File: src/rtl/ball_engine.sv
// Pong ball: serve FSM, once-per-frame motion, wall clamps, paddle bounces and miss scoring.
// Geometry is evaluated in 11 bits so that edge sums never wrap.
module ball_engine #(
    parameter int         BALL_SIZE      = 10,
    parameter int         SPEED_X        = 2,
    parameter int         SPEED_Y        = 1,
    parameter int         H_ACTIVE       = 640,
    parameter int         V_ACTIVE       = 480,
    parameter int         TOP_LIMIT      = 3,
    parameter int         BOTTOM_LIMIT   = 477,
    parameter int         LEFT_PADDLE_X  = 30,
    parameter int         RIGHT_PADDLE_X = 600,
    parameter int         PADDLE_H       = 48,
    parameter int         SERVE_FRAMES   = 60,
    parameter logic [7:0] BALL_RGB       = 8'b000_111_00
) (
    input  logic       clk,
    input  logic       reset_n,
    input  logic [9:0] x,
    input  logic [9:0] y,
    input  logic       endofframe,
    input  logic       serve,
    input  logic [9:0] lpad_y,
    input  logic [9:0] rpad_y,
    output logic [2:0] red,
    output logic [2:0] green,
    output logic [1:0] blue,
    output logic       ball_on,
    output logic [9:0] ball_x,
    output logic [9:0] ball_y,
    output logic       score_left,
    output logic       score_right
);

    localparam logic [1:0] S_WAIT   = 2'd0;
    localparam logic [1:0] S_DELAY  = 2'd1;
    localparam logic [1:0] S_PLAY   = 2'd2;
    localparam logic [1:0] S_SCORED = 2'd3;

    localparam int CW = (SERVE_FRAMES > 2) ? $clog2(SERVE_FRAMES) : 1;

    localparam logic [9:0]  X_CENTRE = 10'((H_ACTIVE - BALL_SIZE) / 2);
    localparam logic [9:0]  Y_CENTRE = 10'((V_ACTIVE - BALL_SIZE) / 2);
    localparam logic [10:0] BS_M1    = 11'(BALL_SIZE - 1);
    localparam logic [10:0] SX       = 11'(SPEED_X);
    localparam logic [10:0] SY       = 11'(SPEED_Y);
    localparam logic [10:0] TOP_L    = 11'(TOP_LIMIT);
    localparam logic [10:0] BOT_L    = 11'(BOTTOM_LIMIT);
    localparam logic [10:0] LPX      = 11'(LEFT_PADDLE_X);
    localparam logic [10:0] RPX      = 11'(RIGHT_PADDLE_X);
    localparam logic [10:0] PH_M1    = 11'(PADDLE_H - 1);
    localparam logic [10:0] H_M1     = 11'(H_ACTIVE - 1);

    logic [1:0]    state_q, state_d;
    logic [9:0]    ball_x_q, ball_x_d, ball_y_q, ball_y_d;
    logic          dir_x_q, dir_x_d;   // 1 = right
    logic          dir_y_q, dir_y_d;   // 1 = down
    logic [CW-1:0] cnt_q, cnt_d;
    logic          eof_q;
    logic          score_l_q, score_l_d, score_r_q, score_r_d;

    logic          tick;
    logic [10:0]   left, right, top, bottom, lpad, rpad;
    logic          l_overlap, r_overlap, l_miss, r_miss, l_hit, r_hit;

    assign tick   = endofframe & ~eof_q;
    assign left   = {1'b0, ball_x_q};
    assign right  = {1'b0, ball_x_q} + BS_M1;
    assign top    = {1'b0, ball_y_q};
    assign bottom = {1'b0, ball_y_q} + BS_M1;
    assign lpad   = {1'b0, lpad_y};
    assign rpad   = {1'b0, rpad_y};

    assign l_overlap = (bottom >= lpad) && (top <= lpad + PH_M1);
    assign r_overlap = (bottom >= rpad) && (top <= rpad + PH_M1);
    assign l_miss    = ~dir_x_q && (left <= SX);
    assign r_miss    = dir_x_q && (right + SX >= H_M1);
    assign l_hit     = ~dir_x_q && (left >= LPX + 11'd1) && (left <= LPX + SX) && l_overlap;
    assign r_hit     = dir_x_q && (right >= RPX - SX) && (right <= RPX - 11'd1) && r_overlap;

    always_comb begin
        state_d   = state_q;
        ball_x_d  = ball_x_q;
        ball_y_d  = ball_y_q;
        dir_x_d   = dir_x_q;
        dir_y_d   = dir_y_q;
        cnt_d     = cnt_q;
        score_l_d = 1'b0;
        score_r_d = 1'b0;
        case (state_q)
            S_WAIT: begin
                if (serve) begin
                    state_d = S_DELAY;
                    cnt_d   = '0;
                end
            end
            S_DELAY: begin
                if (tick) begin
                    if (cnt_q == CW'(SERVE_FRAMES - 1)) state_d = S_PLAY;
                    else                                cnt_d   = cnt_q + 1'b1;
                end
            end
            S_PLAY: begin
                // A miss freezes the ball where it is; direction already points at the conceder.
                if (tick && l_miss) begin
                    state_d   = S_SCORED;
                    score_r_d = 1'b1;
                end else if (tick && r_miss) begin
                    state_d   = S_SCORED;
                    score_l_d = 1'b1;
                end else if (tick) begin
                    if (~dir_y_q && (top <= TOP_L + SY)) begin
                        ball_y_d = TOP_L[9:0];
                        dir_y_d  = 1'b1;
                    end else if (dir_y_q && (bottom + SY >= BOT_L)) begin
                        ball_y_d = 10'(BOT_L - BS_M1);
                        dir_y_d  = 1'b0;
                    end else begin
                        ball_y_d = dir_y_q ? ball_y_q + SY[9:0] : ball_y_q - SY[9:0];
                    end
                    if (l_hit) begin
                        ball_x_d = 10'(LPX + 11'd1);
                        dir_x_d  = 1'b1;
                    end else if (r_hit) begin
                        ball_x_d = 10'(RPX - BS_M1 - 11'd1);
                        dir_x_d  = 1'b0;
                    end else begin
                        ball_x_d = dir_x_q ? ball_x_q + SX[9:0] : ball_x_q - SX[9:0];
                    end
                end
            end
            default: begin
                if (tick) begin
                    state_d  = S_WAIT;
                    ball_x_d = X_CENTRE;
                    ball_y_d = Y_CENTRE;
                    dir_y_d  = 1'b1;
                end
            end
        endcase
    end

    always_ff @(posedge clk or negedge reset_n) begin
        if (!reset_n) begin
            state_q   <= S_WAIT;
            ball_x_q  <= X_CENTRE;
            ball_y_q  <= Y_CENTRE;
            dir_x_q   <= 1'b1;
            dir_y_q   <= 1'b1;
            cnt_q     <= '0;
            eof_q     <= 1'b0;
            score_l_q <= 1'b0;
            score_r_q <= 1'b0;
        end else begin
            state_q   <= state_d;
            ball_x_q  <= ball_x_d;
            ball_y_q  <= ball_y_d;
            dir_x_q   <= dir_x_d;
            dir_y_q   <= dir_y_d;
            cnt_q     <= cnt_d;
            eof_q     <= endofframe;
            score_l_q <= score_l_d;
            score_r_q <= score_r_d;
        end
    end

    assign ball_on     = ({1'b0, x} >= left) && ({1'b0, x} <= right) &&
                         ({1'b0, y} >= top)  && ({1'b0, y} <= bottom);
    assign red         = ball_on ? BALL_RGB[7:5] : 3'd0;
    assign green       = ball_on ? BALL_RGB[4:2] : 3'd0;
    assign blue        = ball_on ? BALL_RGB[1:0] : 2'd0;
    assign ball_x      = ball_x_q;
    assign ball_y      = ball_y_q;
    assign score_left  = score_l_q;
    assign score_right = score_r_q;

endmodule

File: config.mk
export PLATFORM = sky130hd
export DESIGN_NAME = ball_engine
export DESIGN_NICKNAME = d
export VERILOG_FILES = /design/src/rtl/ball_engine.sv
export SDC_FILE = /design/constraint.sdc
export NUM_CORES = 1
export LEC_CHECK = 0
export CAP_MARGIN = 10
export CORE_MARGIN = 2
export CORE_UTILIZATION = 58
export DETAILED_ROUTE_END_ITERATION = 7
export GPL_ROUTABILITY_DRIVEN = 0
export PLACE_DENSITY = 0.83
export SYNTH_ARGS = -nofsm -noshare
export SYNTH_HDL_FRONTEND = slang
export SYNTH_SLANG_ARGS = --single-unit
export TNS_END_PERCENT = 20
File: constraint.sdc
create_clock -name clk -period 5.7 [get_ports clk]
set_clock_uncertainty 0.2 [all_clocks]
set_input_delay 1.14 -clock clk [delete_from_list [all_inputs] [get_ports clk]]
set_output_delay 1.14 -clock clk [all_outputs]
set_load 0.01 [all_outputs]
==> flow_results.org <==
** Clocking
- After clock tree synthesis, the clock-pin slew on the worst setup and hold paths is 70 ps.
- The H-tree was split into 2 levels.
- The root buffer cell chosen for the clock tree is clkbuf_8.
- Buffers inserted during clock tree synthesis total 5.
- Total clock sinks :: 33
- CTS hold repair buffers :: 0
- TritonCTS built the clock tree.
- Largest buffer count on any clock path :: 2
- Later-pin clock latency in the skew report :: 280 ps

** STA
- Setup ws final :: 295 ps
- Actual slew at the worst max-slew pin :: 909 ps
- Unrepaired setup endpoints after global routing :: no
- In the final timing run, aggregate negative setup slack is 0 ps.
- Relative slew slack :: 38.6%
- Setup violations remaining at the end of the flow were counted as 0.
- The total count of max-transition violations in the final report was 0.
- Dividing the final minimum period by the clock period gives 94.8%.
- Final count of hold timing violations :: 0
- Final worst path period need :: 5400 ps
- Highest Clock Rate :: 0.185 GHz

** Setup path
- Category of the critical setup timing path :: reg2out
- Data on the critical path is required at its endpoint by 4360 ps.
- STA puts the critical path data arrival time at ~4100 ps.
- STA classifies the critical path endpoint as a primary output.
- Terminus of the critical flop-to-flop path :: state_q[1]
- In this run the critical register-to-register path is launched from ball_x[0].
- The setup check on the worst reg-to-reg path leaves a slack of approximately 1300 ps.
- For the worst flop-to-flop path, the logic depth is 11.
- Critical Path Fanout Max :: 16
- STA classifies the critical path startpoint as a flip-flop.

** Hold path
- Along the worst hold path, the cell count comes to 2.
- Origin of the worst min-delay path :: dir_y_q
- Endpoint, Worst Hold :: dir_y_q
- The min-delay analysis places its worst path in the category reg2reg.

** Yosys
- Cell types occupying the most area after synthesis :: ha_1 24%, dfrtp_1 8.4%, dfstp_2 6.5%, xnor2_1 5.9%, inv_1 4.4%
- Avg Inst Size Synth :: about 8.0 µm²
- Counting flops with an async set or reset pin after synthesis yields a share of 100%.
- The cell area that synthesis handed to floorplanning was roughly 5700 µm².
- Fraction of the mapped netlist area in compound gates :: between 20% and 30%
- Measured against the total synthesized area, the mux share comes to less than 1%.
- Count of synthesis-stage warnings from yosys :: 0
- Xor/xnor cell area share of the yosys netlist :: 7.63%
- The cell count after synthesis came out at 711.
- Synth Area in Adders :: between 20% and 30%
- Main synth FF type :: dfrtp_1
- Post-synth EDFFs :: 0
- Sequential cells were found to cover 14.9% of the synthesized design area.
- After Yosys synthesis, and, or, nand and nor cells account for 20.3% of the synthesized area.
- In this run, distinct cell masters in the synthesized netlist total 78.
- Number of synthesized register bits :: 33
- Dominant combinational cell family by area after synthesis :: compound AO/OA/AOI/OAI gates
- The top cell type by area accounts for 23.8% of the synthesized area.
- Top cell type by total area after synthesis :: ha_1

** Status
- Status :: completed

** Placement
- Estimated wirelength of the detail-placed design :: 12.3 mm
- Placed Instances :: 892
- Total of buffers placed on input and output ports :: 69
- OpenSTA, run right after detailed placement, puts the worst setup slack at 439 ps.

** Floorplan
- For this configuration, the core starts out at a cell density of 58.9%.
- The region available for standard cell placement spans just under 10000 µm².
- Floorplan die area :: 10600 µm²
- In this run the horizontal extent of the chip is between 100 and 150 µm.
- The die is 103 µm tall.
- The floorplan has 36 rows.
- 75 I/O pins were placed.

** Routing
- 1st-pass router iterations :: 5
- After detailed routing, the average wire length per cell comes to 17.4 µm.
- Dividing the detail-routed via count by the number of cells gives 6.36.
- Number of DRC violations after detailed routing :: 0
- Total via count in the routed design :: 5727
- 1st-iter DRT viols :: 310
- The detail route stage leaves a number of antenna-violating nets equal to 0.
- Post-Route WL :: 15.6 mm

** Pwr
- Total power consumption of the routed design :: around 2900 µW
- For this design the static power due to leakage is 0.00297 µW.
- VDD sags by at most roughly 0.00037 V.
- Power spread over the standard cell area amounts to 436 nW/µm².

** Finish
- The filler cells instantiated in the layout total 850.
- Non-filler cells in the finished layout :: approximately 900
- Number of diodes added for antenna fixing :: 0
- In the final layout, the share of cells above drive strength 1 is 6.38%.
- In the final design database the tool counted 920 nets.
- The area growth from synthesis to layout is 15.6%.

** Run
- Number of max-cap violations :: 0

** Global routing
- Met1 track utilization from global routing :: 38.7%
- The total overflow left after global routing is 0.
- Global-route wire length before repair :: about 26 mm
- Via count of the first global-routing pass :: 5493
- Initial antenna violation count :: 0
- Met3 track demand over resource :: 3.59%
- For this run, global-route usage on met2 was measured as between 50% and 60%.
- Global routing's busiest layer :: met2
- Maximum number of pins on one net before global-route repair :: 34
- Total GRT Usage :: 29.9%
==> cells in the mapped netlist (12+ instances only) <==
library cell	count
o211ai_1	12
o21a_1	13
nand4_1	21
o21ai_0	27
a21o_1	12
inv_1	66
nor2_1	41
dfrtp_1	19
ha_1	108
nand3_1	24
xnor2_1	38
buf_2	15
nor3_1	13
nand2_1	46
a21oi_1	45
nor2b_1	13
dfstp_2	14
==> layout by cell type (no fill, tap or decap), types with 5 or more instances in the layout <==
cell type | Yosys | routed
ha_1 | 108 | 108
clkdlybuf4s50_1 | 0 | 69
inv_1 | 66 | 66
nand2_1 | 46 | 46
a21oi_1 | 45 | 45
nor2_1 | 41 | 41
xnor2_1 | 38 | 37
o21ai_0 | 27 | 27
nand3_1 | 24 | 24
nand4_1 | 21 | 21
dfrtp_1 | 19 | 19
dfstp_2 | 14 | 14
nor2b_1 | 13 | 13
nor3_1 | 13 | 13
o21a_1 | 13 | 13
a21o_1 | 12 | 12
o211ai_1 | 12 | 12
and2_1 | 9 | 9
a211oi_1 | 9 | 9
nor4_1 | 9 | 9
and3_1 | 8 | 8
a22o_1 | 8 | 8
o31ai_1 | 7 | 7
xor2_1 | 7 | 7
a31oi_1 | 6 | 6
clkbuf_8 | 0 | 6
buf_4 | 9 | 6
a21boi_0 | 5 | 5
a21bo_2 | 5 | 5
a2111oi_0 | 5 | 5
conb_1 | 1 | 5
==> cells by family (layout without fill, tap and decap cells) <==
group | Yosys count | count (layout)
buffers and inverters | 100 | 153
adder cells (fa/ha/maj) | 109 | 109
AO/OA/AOI/OAI | 200 | 200
flip-flops | 33 | 33
XOR/XNOR | 47 | 47
AND/OR/NAND/NOR | 217 | 217
other | 1 | 5
multiplexers | 4 | 4
==> what timing repair did <==
action | in CTS | in global routing
setup buffers | 0 | 0
resized for setup | 0 | 1
setup endpoints to repair | 0 | 4
==> how the worst max path moves through the flow <==
stage / from / endpoint / slack, ps / depth (start not counted)
floorplan: ball_y[0] / green[0] / 870 / 14
global placement: y[1] / ball_on / 440 / 12
detailed placement: y[1] / green[2] / 440 / 12
CTS: ball_y[0] / green[0] / 270 / 14
global route: ball_y[0] / green[2] / 20 / 14
finish: ball_y[0] / green[0] / 300 / 14
==> state kept, by name (all words and copies together), names as in the netlist <==
register / flops
eof_q: 1
cnt_q: 6
ball_y: 10
dir_y_q: 1
state_q: 2
score_left: 1
score_right: 1
dir_x_q: 1
ball_x: 10
==> per-layer routing <==
layer	vias up	part of all wire (%)
li1	2744	-
met1	2647	42
met2	286	48
met3	50	6.3
met4	0	3.1
met5	-	0
==> worst max-delay path: stages (launching register included) <==
cell	delay (ps)
dfstp_2	740
inv_1	230
ha_1	420
inv_1	60
ha_1	280
nor2b_1	130
o21a_1	160
o21a_1	170
o211ai_1	150
a21boi_0	120
o31ai_1	240
a21oi_1	140
nor4_1	240
buf_4	170
clkdlybuf4s50_1	530
==> power breakdown <==
group / total (µW) / leakage (µW) / switching (µW) / internal [µW]
registers: 529 / 0.000401 / 211 / 317
logic: 2100 / 0.00251 / 1140 / 953
clock network: 231 / 0.0000585 / 88.1 / 143
total: 2860 / 0.00297 / 1440 / 1410
==> through the flow <==
| step | hold slack (ps) | util, % | area (µm²) |
|---|---|---|---|
| CTS | 327 | 67.8 | 6540 |
| floorplan | 284 | - | 5690 |
| global placement | 313 | 66.6 | 6420 |
| global route | 371 | 68.0 | 6560 |
| finish | 329 | 68.0 | 6560 |
| detailed placement | 316 | 66.6 | 6420 |
==> final cells by class <==
type | instances | area (µm²) | share of cell area, %
multi-input cells | 582 | 4430 | 67.5
well taps | 133 | 166 | 2.54
clock inverters | 1 | 30.0 | 0.458
flip-flops and latches | 33 | 843 | 12.9
clock buffers | 7 | 86.3 | 1.32
repair buffers | 76 | 748 | 11.4
inverters | 69 | 259 | 3.95
Power figures use the tool's default switching activity.
